## config.mk

```make
export PLATFORM = sky130hd
export DESIGN_NAME = fetch_unit
export DESIGN_NICKNAME = d
export VERILOG_FILES = /design/src/rtl/fetch_pkg.sv /design/src/rtl/fetch_fifo.sv /design/src/rtl/fetch_unit.sv
export SDC_FILE = /design/constraint.sdc
export NUM_CORES = 1
export LEC_CHECK = 0
export ABC_AREA = 1
export BUFFER_PORTS_ARGS = -buffer_cell sky130_fd_sc_hd__buf_2
export CAP_MARGIN = 20
export CORE_MARGIN = 1.5
export CORE_UTILIZATION = 64
export CTS_CLUSTER_DIAMETER = 200
export DETAILED_ROUTE_END_ITERATION = 6
export HOLD_SLACK_MARGIN = 0.08
export PLACE_DENSITY = 0.82
export SETUP_SLACK_MARGIN = 0.1
export SYNTH_ARGS = -nofsm -noshare
export SYNTH_HDL_FRONTEND = slang
export SYNTH_HIERARCHICAL = 1
export SYNTH_SLANG_ARGS = --single-unit
```

## constraint.sdc

```tcl
create_clock -name clk -period 14.25 [get_ports clk]
set_clock_uncertainty 0.05 [all_clocks]
set_input_delay 2.85 -clock clk [delete_from_list [all_inputs] [get_ports clk]]
set_output_delay 2.85 -clock clk [all_outputs]
set_load 0.01 [all_outputs]
```

## src/rtl/fetch_pkg.sv

```systemverilog
// Shared types and constants for the instruction-fetch stage.
package fetch_pkg;

    localparam int          XLEN      = 32;
    localparam logic [31:0] NOP_INSTR = 32'h0000_0013;

    typedef enum logic {RUN, FLUSH} fetch_state_t;

    typedef struct packed {
        logic [31:0] instr;
        logic [31:0] pc;
    } fetch_entry_t;

endpackage

```

## src/rtl/fetch_fifo.sv

```systemverilog
// Small synchronous FIFO with clear; used for both the instruction buffer and the PC queue.
module fetch_fifo #(
    parameter int DEPTH = 4,
    parameter int WIDTH = 32
) (
    input  logic                   clk,
    input  logic                   reset,
    input  logic                   push,
    input  logic                   pop,
    input  logic                   clear,
    input  logic [WIDTH-1:0]       wdata,
    output logic [WIDTH-1:0]       rdata,
    output logic [$clog2(DEPTH):0] count,
    output logic                   empty,
    output logic                   full
);

    localparam int AW = $clog2(DEPTH);

    logic [WIDTH-1:0] mem [DEPTH];
    logic [AW-1:0]    rd_ptr;
    logic [AW-1:0]    wr_ptr;
    logic             do_push;
    logic             do_pop;

    assign empty   = (count == '0);
    assign full    = (count == (AW+1)'(DEPTH));
    assign do_pop  = pop && !empty;
    // A push into a full FIFO is accepted only when a pop frees a slot in the same cycle.
    assign do_push = push && (!full || do_pop);
    assign rdata   = mem[rd_ptr];

    always_ff @(posedge clk or posedge reset) begin
        if (reset) begin
            rd_ptr <= '0;
            wr_ptr <= '0;
            count  <= '0;
        end else if (clear) begin
            rd_ptr <= '0;
            wr_ptr <= '0;
            count  <= '0;
        end else begin
            if (do_push) wr_ptr <= wr_ptr + AW'(1);
            if (do_pop)  rd_ptr <= rd_ptr + AW'(1);
            count <= count + (AW+1)'(do_push) - (AW+1)'(do_pop);
        end
    end

    always_ff @(posedge clk) begin
        if (do_push) mem[wr_ptr] <= wdata;
    end

endmodule

```

## src/rtl/fetch_unit.sv

```systemverilog
// Instruction fetch: credit-limited in-order requests, response buffering and redirect flush.
module fetch_unit
    import fetch_pkg::*;
#(
    parameter logic [31:0] RESET_PC = 32'h0000_0000,
    parameter int          DEPTH    = 4
) (
    input  logic            clk,
    input  logic            reset,
    output logic            imem_req_valid,
    input  logic            imem_req_ready,
    output logic [XLEN-1:0] imem_req_addr,
    input  logic            imem_resp_valid,
    input  logic [XLEN-1:0] imem_resp_data,
    input  logic            redirect_valid,
    input  logic [XLEN-1:0] redirect_pc,
    output logic            instr_valid,
    input  logic            instr_ready,
    output logic [XLEN-1:0] instr,
    output logic [XLEN-1:0] instr_pc
);

    localparam int             CW         = $clog2(DEPTH) + 1;
    localparam logic [CW:0]    CREDIT_MAX = (CW+1)'(DEPTH);

    fetch_state_t    state, state_next;
    logic [XLEN-1:0] pc_q, pc_next;
    logic [CW-1:0]   inflight, inflight_next;
    logic [CW-1:0]   drop, drop_next;
    logic [CW-1:0]   fifo_count, pcq_count;
    logic            fifo_empty, fifo_full, pcq_empty, pcq_full;
    logic [CW:0]     credit_used;
    fetch_entry_t    entry_in, head;
    logic [XLEN-1:0] pcq_head;
    logic            fire, resp, resp_run, consume;

    assign credit_used    = {1'b0, inflight} + {1'b0, fifo_count};
    assign imem_req_valid = !reset && (state == RUN) && !redirect_valid && (credit_used < CREDIT_MAX);
    assign imem_req_addr  = pc_q;
    assign fire           = imem_req_valid && imem_req_ready;
    // A response with nothing outstanding is a protocol error and is ignored.
    assign resp           = imem_resp_valid && (inflight != '0);
    assign resp_run       = resp && (state == RUN) && !redirect_valid;
    assign consume        = instr_valid && instr_ready;

    assign instr_valid = !fifo_empty;
    assign instr       = fifo_empty ? NOP_INSTR : head.instr;
    assign instr_pc    = fifo_empty ? '0 : head.pc;
    assign entry_in    = '{instr: imem_resp_data, pc: pcq_head};

    fetch_fifo #(.DEPTH(DEPTH), .WIDTH($bits(fetch_entry_t))) u_ibuf (
        .clk   (clk),
        .reset (reset),
        .push  (resp_run),
        .pop   (consume && !redirect_valid),
        .clear (redirect_valid),
        .wdata (entry_in),
        .rdata (head),
        .count (fifo_count),
        .empty (fifo_empty),
        .full  (fifo_full)
    );

    fetch_fifo #(.DEPTH(DEPTH), .WIDTH(XLEN)) u_pcq (
        .clk   (clk),
        .reset (reset),
        .push  (fire),
        .pop   (resp_run),
        .clear (redirect_valid),
        .wdata (pc_q),
        .rdata (pcq_head),
        .count (pcq_count),
        .empty (pcq_empty),
        .full  (pcq_full)
    );

    always_comb begin
        state_next    = state;
        pc_next       = pc_q;
        inflight_next = inflight;
        drop_next     = drop;
        if (redirect_valid) begin
            pc_next       = redirect_pc & ~32'h3;
            drop_next     = inflight - CW'(resp);
            inflight_next = drop_next;
            state_next    = (drop_next != '0) ? FLUSH : RUN;
        end else if (state == FLUSH) begin
            if (resp) begin
                inflight_next = inflight - CW'(1);
                drop_next     = drop - CW'(1);
                if (drop == CW'(1)) state_next = RUN;
            end
        end else begin
            if (fire) pc_next = pc_q + 32'd4;
            inflight_next = inflight + CW'(fire) - CW'(resp);
        end
    end

    always_ff @(posedge clk or posedge reset) begin
        if (reset) begin
            state    <= RUN;
            pc_q     <= RESET_PC;
            inflight <= '0;
            drop     <= '0;
        end else begin
            state    <= state_next;
            pc_q     <= pc_next;
            inflight <= inflight_next;
            drop     <= drop_next;
        end
    end

    // Structural invariants guaranteed by the credit rule.
    a_resp_outstanding: assert property (@(posedge clk) disable iff (reset)
        !(imem_resp_valid && inflight == '0));
    a_pcq_no_overflow:  assert property (@(posedge clk) disable iff (reset) !(fire && pcq_full && !resp_run));
    a_pcq_has_pc:       assert property (@(posedge clk) disable iff (reset) !(resp_run && pcq_empty));
    a_ibuf_no_overflow: assert property (@(posedge clk) disable iff (reset) !(resp_run && fifo_full && !consume));
    a_pcq_tracks:       assert property (@(posedge clk) disable iff (reset) (state != RUN) || (pcq_count == inflight));

endmodule

```

# Word level (Yosys, flattened, before mapping)
# Memories as Yosys holds them, arrays and structs flattened.
# Index checks and enable logic that the tools add are counted.
# classes
n_eq_ne	5
n_lt_le_gt_ge	1
reduce_logical	34
addsub	15
bitwise	1
muxes	30
# op_table
cell	count
two-way mux 32 bit	5
adder 32 x 3 -> 32 bit (second input constant)	1
two-way mux 3 bit	8
two-way mux 2 bit	8
nonzero test 2 bit	7
logical AND 1 bit	13
subtractor 3 x 1 -> 3 bit	4
adder 3 x 1 -> 3 bit	3
two-way mux 1 bit	9
adder 2 x 1 -> 2 bit (second input constant)	4
== test 3 bit (second input constant)	2
zero test 1 bit	6
zero test 3 bit	2
nonzero test 3 bit	2
subtractor 3 x 1 -> 3 bit (second input constant)	2
adder 3 x 3 -> 4 bit	1
less-than comparator 4 x 3 -> 1 bit (second input constant)	1
AND reduction 2 bit	2
== test 3 x 1 -> 1 bit (second input constant)	1
!= test 3 x 2 -> 1 bit (second input constant)	1
logical OR 1 bit	2
!= test 2 bit (second input constant)	1
NOT 1 bit	1
# totals
inputBits	70
n_memories	2
register_bits	53
ramBits	384
# memory_table
memory	words	word_bits	read_ports	rd_ports_with_merged_regs	wr	line	text
u_ibuf.mem	4	64	1	0	1	fetch_fifo.sv:20	logic [WIDTH-1:0] mem [DEPTH];
u_pcq.mem	4	32	1	0	1	fetch_fifo.sv:20	

# Depth between registers and ports, before layout
# depth
depth_word	10
mapped_depth	17
mapped_depth_nobuf	16

# Modules after synthesis
# The synthesis kept the hierarchy.
# by_module_without_submodules
mod	seq_area_each_um2	instances	area_each_um2	cells_each
fetch_fifo (u_ibuf)	7862.5	1	10124.7	681
fetch_fifo (u_pcq)	4018.9	1	5238.8	373
fetch_unit	925.9	1	3388.2	584

# Least setup slack after synthesis
# No wires, ideal clock.
# synth_path
kind	input port to flip-flop
from	in redirect_valid
to	mem u_ibuf/mem[0][0] in the netlist's numbering (enable)
arrival_time_ps	6742
slack_ps	6971
cell_stages	5
setup_ps	487
path_cell_list	buf_6 -> clkbuf_1 -> nor3_1 -> nand2_1 -> nor2_1
# synth_rtl
element	line	text
start, declared	fetch_unit.sv:15	input logic redirect_valid,
zero test 1 bit	fetch_unit.sv:43	assign resp_run = resp && (state == RUN) && !redirect_valid;
logical AND 1 bit	fetch_unit.sv:43	
net resp_run	fetch_unit.sv:35	logic fire, resp, resp_run, consume;
logical AND 1 bit	fetch_fifo.sv:30	assign do_push = push && (!full || do_pop);
two-way mux 1 bit	fetch_fifo.sv:50	if (do_push) mem[wr_ptr] <= wdata;
two-way mux 1 bit (implied by the code)	fetch_fifo.sv:50	
end, declared	fetch_fifo.sv:20	
# The timed path passes the listed nets, and every way through them passes these cells.

# Worst setup path after layout
# layout_path
from	in redirect_valid
to	out imem_req_valid
# layout_between
elab_chain_cells	3
# layout_lines
element	line	text
zero test 1 bit	fetch_unit.sv:38	assign imem_req_valid = !reset && (state == RUN) && !redirect_valid && (credit_used < CREDIT_MAX);
logical AND 1 bit (2 in series)	fetch_unit.sv:38	
end, declared	fetch_unit.sv:10	output logic imem_req_valid,
# No other way between the ends.

==> reports/summary.json <==
{
  "minimum_setup_slack_after_placement": {"value": 7.54, "unit": "ns"},
  "violations": {"value": "design-rule violations"},
  "tns": {"value": 0, "unit": "ns"},
  "critPathLaunch": {"value": "redirect_valid"},
  "vias_in_the_first_global_route": {"value": 12800},
  "critical_path.reg2reg.startpoint": {"value": "u_ibuf/count[1]$_DFF_PP0_"},
  "first_pass_grt_wire_length": {"value": 64.5, "unit": "mm"},
  "finalSetupViolCount": {"value": 0},
  "ant_nets": {"value": 0},
  "maxCapViolations": {"value": 0},
  "clk-insertion-delay-late": {"value": 0.55, "unit": "ns"},
  "critical_path_required": {"value": 11.35, "unit": "ns"},
  "post_cts.repair.setup_buffers": {"value": 0},
  "core-area": {"value": 28800, "unit": "um2"},
  "gr-usage-all-layers": {"value": 26.9, "unit": "%"},
  "max_clock_freq": {"value": 0.149, "unit": "GHz"},
  "worst-path-max-fanout": {"value": 34},
  "critical_path.startpoint_type": {"value": "input port"},
  "finalNetCount": {"value": 1885},
  "synth.avg_cell_area": {"value": 11.5, "unit": "um2"},
  "violation_count_after_the_first_detailed_route_iteration": {"value": 1314},
  "cp_max_stage_delay": {"value": 0.33, "unit": "ns"},
  "pin_count_of_the_biggest_net_entering_global_routing": {"value": 106},
  "cts_root_buffer": {"value": "sky130_fd_sc_hd__clkbuf_16"},
  "layout-drive-gt1-share": {"value": 16.0, "unit": "%"},
  "pwr_density": {"value": 134, "unit": "nW/um2"},
  "worst_r2r_endpoint": {"value": "u_ibuf/mem[1][8]$_DFFE_PP_"},
  "cell_with_the_largest_stage_delay_on_the_worst_path": {"value": "sky130_fd_sc_hd__buf_2"},
  "design.portCount": {"value": 168},
  "finalWorstPathRequiredPeriod": {"value": 6.72, "unit": "ns"},
  "syn2layout_area_growth": {"value": 12.2, "unit": "%"},
  "detailroute.via_count": {"value": 12900},
  "run_status": {"value": "finished with violations"},
  "crit_chain": {"value": "buf_2 > nor2_4 > nand2_2 > nor2_4 > buf_2"},
  "grt_antenna_before_repair": {"value": 0},
  "grt.overflow.total": {"value": 0},
  "r2r_setup_slack": {"value": 10.86, "unit": "ns"},
  "chipWidth": {"value": 174, "unit": "um"},
  "timing.setup.critical_path_class": {"value": "in -> out"},
  "hold_viol": {"value": 0},
  "drt-vias-per-instance": {"value": 5.83},
  "wirelength": {"value": 40.6, "unit": "mm"},
  "period_share": {"value": 47.1, "unit": "%"},
  "cts-hold-fix-buffers": {"value": 0},
  "finalHoldWorstSlack": {"value": 0.512, "unit": "ns"},
  "cts_htree_levels": {"value": 2},
  "max_vdd_drop": {"value": 0.0000903, "unit": "V"},
  "critical_path.endpoint": {"value": "imem_req_valid"},
  "netlist_instances": {"value": 1635},
  "final.setup.worst_slack": {"value": 7.53, "unit": "ns"},
  "worst_setup_hold_path_clk_slew": {"value": 0.06, "unit": "ns"},
  "end_kind": {"value": "output pin"},
  "yosys_warnings": {"value": 6},
  "worst-slew-pin-transition": {"value": 1.07, "unit": "ns"},
  "antenna_cells_inserted": {"value": 0},
  "rsz0062_at_grt": {"value": "false"},
  "relSlewSlack": {"value": 28.9, "unit": "%"},
  "floorplan.die.height": {"value": 174, "unit": "um"},
  "reg2reg_depth": {"value": 12},
  "place_congestion": {"value": 0.911},
  "tritoncts_clock_tree": {"value": "built"},
  "clock_sinks": {"value": 435},
  "p_leak": {"value": 8.14, "unit": "nW"},
  "dpl.hpwl": {"value": 22.8, "unit": "mm"},
  "tightest_hold_check_type": {"value": "reg -> reg"},
  "port-buffer-count": {"value": 163},
  "data_arrival_time_of_the_critical_path": {"value": 3.82, "unit": "ns"},
  "drcViolationCount": {"value": 1},
  "slew_limit_fails": {"value": 0},
  "core.rowCount": {"value": 62},
  "cts.path.max_buffers": {"value": 3},
  "detail_route.wl_per_cell": {"value": 18.4, "unit": "um"},
  "detail_route.first_pass.iterations": {"value": 7},
  "postLayoutCoreUtil": {"value": 73.1, "unit": "%"},
  "post_cts.resized_instances": {"value": 0},
  "numCtsBuffers": {"value": 44},
  "initial_core_util": {"value": 65.1, "unit": "%"},
  "floorplan.die_area": {"value": 30300, "unit": "um2"},
  "syn-cell-area": {"value": 18700, "unit": "um2"}
}
==> flip-flops by register name (all words and copies together), names as in the netlist <==
signal         flops
inflight           3
u_pcq/rd_ptr       2
drop               3
u_ibuf/rd_ptr      2
u_ibuf/mem       256
u_pcq/mem        128
u_ibuf/count       3
u_pcq/wr_ptr       2
u_ibuf/wr_ptr      2
u_pcq/count        3
state              1
imem_req_addr     30
==> layout by cell type, fill, tap and decap left out, types with 2 or more instances in the layout <==
cell,n
sky130_fd_sc_hd__or2_2,7
sky130_fd_sc_hd__ha_1,21
sky130_fd_sc_hd__o22ai_2,10
sky130_fd_sc_hd__clkbuf_16,45
sky130_fd_sc_hd__xor2_1,7
sky130_fd_sc_hd__nor2_1,330
sky130_fd_sc_hd__a31oi_1,4
sky130_fd_sc_hd__nand3_1,56
sky130_fd_sc_hd__buf_2,163
sky130_fd_sc_hd__o21ai_2,5
sky130_fd_sc_hd__edfxtp_1,384
sky130_fd_sc_hd__xnor2_1,3
sky130_fd_sc_hd__nor3b_1,3
sky130_fd_sc_hd__o22ai_1,86
sky130_fd_sc_hd__nand3b_1,2
sky130_fd_sc_hd__inv_6,2
sky130_fd_sc_hd__o21ai_0,137
sky130_fd_sc_hd__nor2_4,16
sky130_fd_sc_hd__o21ai_1,69
sky130_fd_sc_hd__nand2_1,185
sky130_fd_sc_hd__inv_2,4
sky130_fd_sc_hd__o211ai_1,6
sky130_fd_sc_hd__buf_4,17
sky130_fd_sc_hd__clkinv_1,13
sky130_fd_sc_hd__a21oi_1,5
sky130_fd_sc_hd__fa_1,3
sky130_fd_sc_hd__nor2_2,4
sky130_fd_sc_hd__inv_4,2
sky130_fd_sc_hd__dfrtp_1,49
sky130_fd_sc_hd__clkinvlp_4,2
sky130_fd_sc_hd__conb_1,10
sky130_fd_sc_hd__nor3_1,2
sky130_fd_sc_hd__nand4_1,11
sky130_fd_sc_hd__inv_1,130
sky130_fd_sc_hd__clkbuf_1,12
sky130_fd_sc_hd__clkinv_2,5
==> power by group <==
| group | internal [mW] | total (mW) | switching [mW] | leakage, nW |
|---|---|---|---|---|
| registers | 1.44 | 1.50 | 0.0551 | 4.09 |
| logic | 0.0993 | 0.276 | 0.177 | 3.42 |
| clock network | 0.584 | 1.04 | 0.457 | 0.625 |
==> worst min path at each step <==
| stage | from | to | slack, ns | depth (start not counted) |
|---|---|---|---|---|
| CTS | u_ibuf/wr_ptr[0]$_DFFE_PP0P_ | u_ibuf/wr_ptr[0]$_DFFE_PP0P_ | 0.52 | 2 |
| global route | u_ibuf/wr_ptr[0]$_DFFE_PP0P_ | u_ibuf/wr_ptr[0]$_DFFE_PP0P_ | 0.55 | 2 |
| finish | u_ibuf/wr_ptr[0]$_DFFE_PP0P_ | u_ibuf/wr_ptr[0]$_DFFE_PP0P_ | 0.51 | 2 |
| floorplan | u_ibuf/wr_ptr[1]$_DFFE_PP0P_ | u_ibuf/wr_ptr[1]$_DFFE_PP0P_ | 0.47 | 2 |
| global placement | u_ibuf/wr_ptr[1]$_DFFE_PP0P_ | u_ibuf/wr_ptr[1]$_DFFE_PP0P_ | 0.49 | 2 |
| detailed placement | u_ibuf/wr_ptr[0]$_DFFE_PP0P_ | u_ibuf/wr_ptr[0]$_DFFE_PP0P_ | 0.51 | 2 |
==> worst max-delay path, delay by kind of cell <==
family        cells  cell delay [ns]
buf+inv           2             0.48
simple gates      3             0.48
==> cell type report <==
cell class	count	area (um2)
inverter	139	527
fill	1911	7750
clock inverter	20	104
sequential	435	12800
timing repair buffer	182	991
clock buffer	58	1180
multi-input combinational	989	4930
tap	384	480
==> per-layer routing <==
metal | part of all wire (%) | wire length, um | up-vias | global-route usage (%)
met2 | 49 | 19800 | 606 | 43.7
met5 | 0 | 0 | - | 0
li1 | - | - | 5991 | -
met4 | 2.7 | 1090 | 0 | 10.5
met3 | 7.7 | 3140 | 94 | 3.37
met1 | 41 | 16600 | 6167 | 37.8
==> through the flow <==
| stage | cells | instance area [um2] | power (mW) |
|---|---|---|---|
| 2_1_floorplan | 1644 | 18800 | 1.69 |
| 3_3_place_gp | 2127 | 19700 | 1.78 |
| 3_5_place_dp | 2127 | 19700 | 1.80 |
| 4_1_cts | 2205 | 21000 | 2.82 |
| 5_1_grt | 2207 | 21000 | 2.92 |
| 6_report | 2207 | 21000 | 2.82 |
Power figures use the tool's default switching activity.
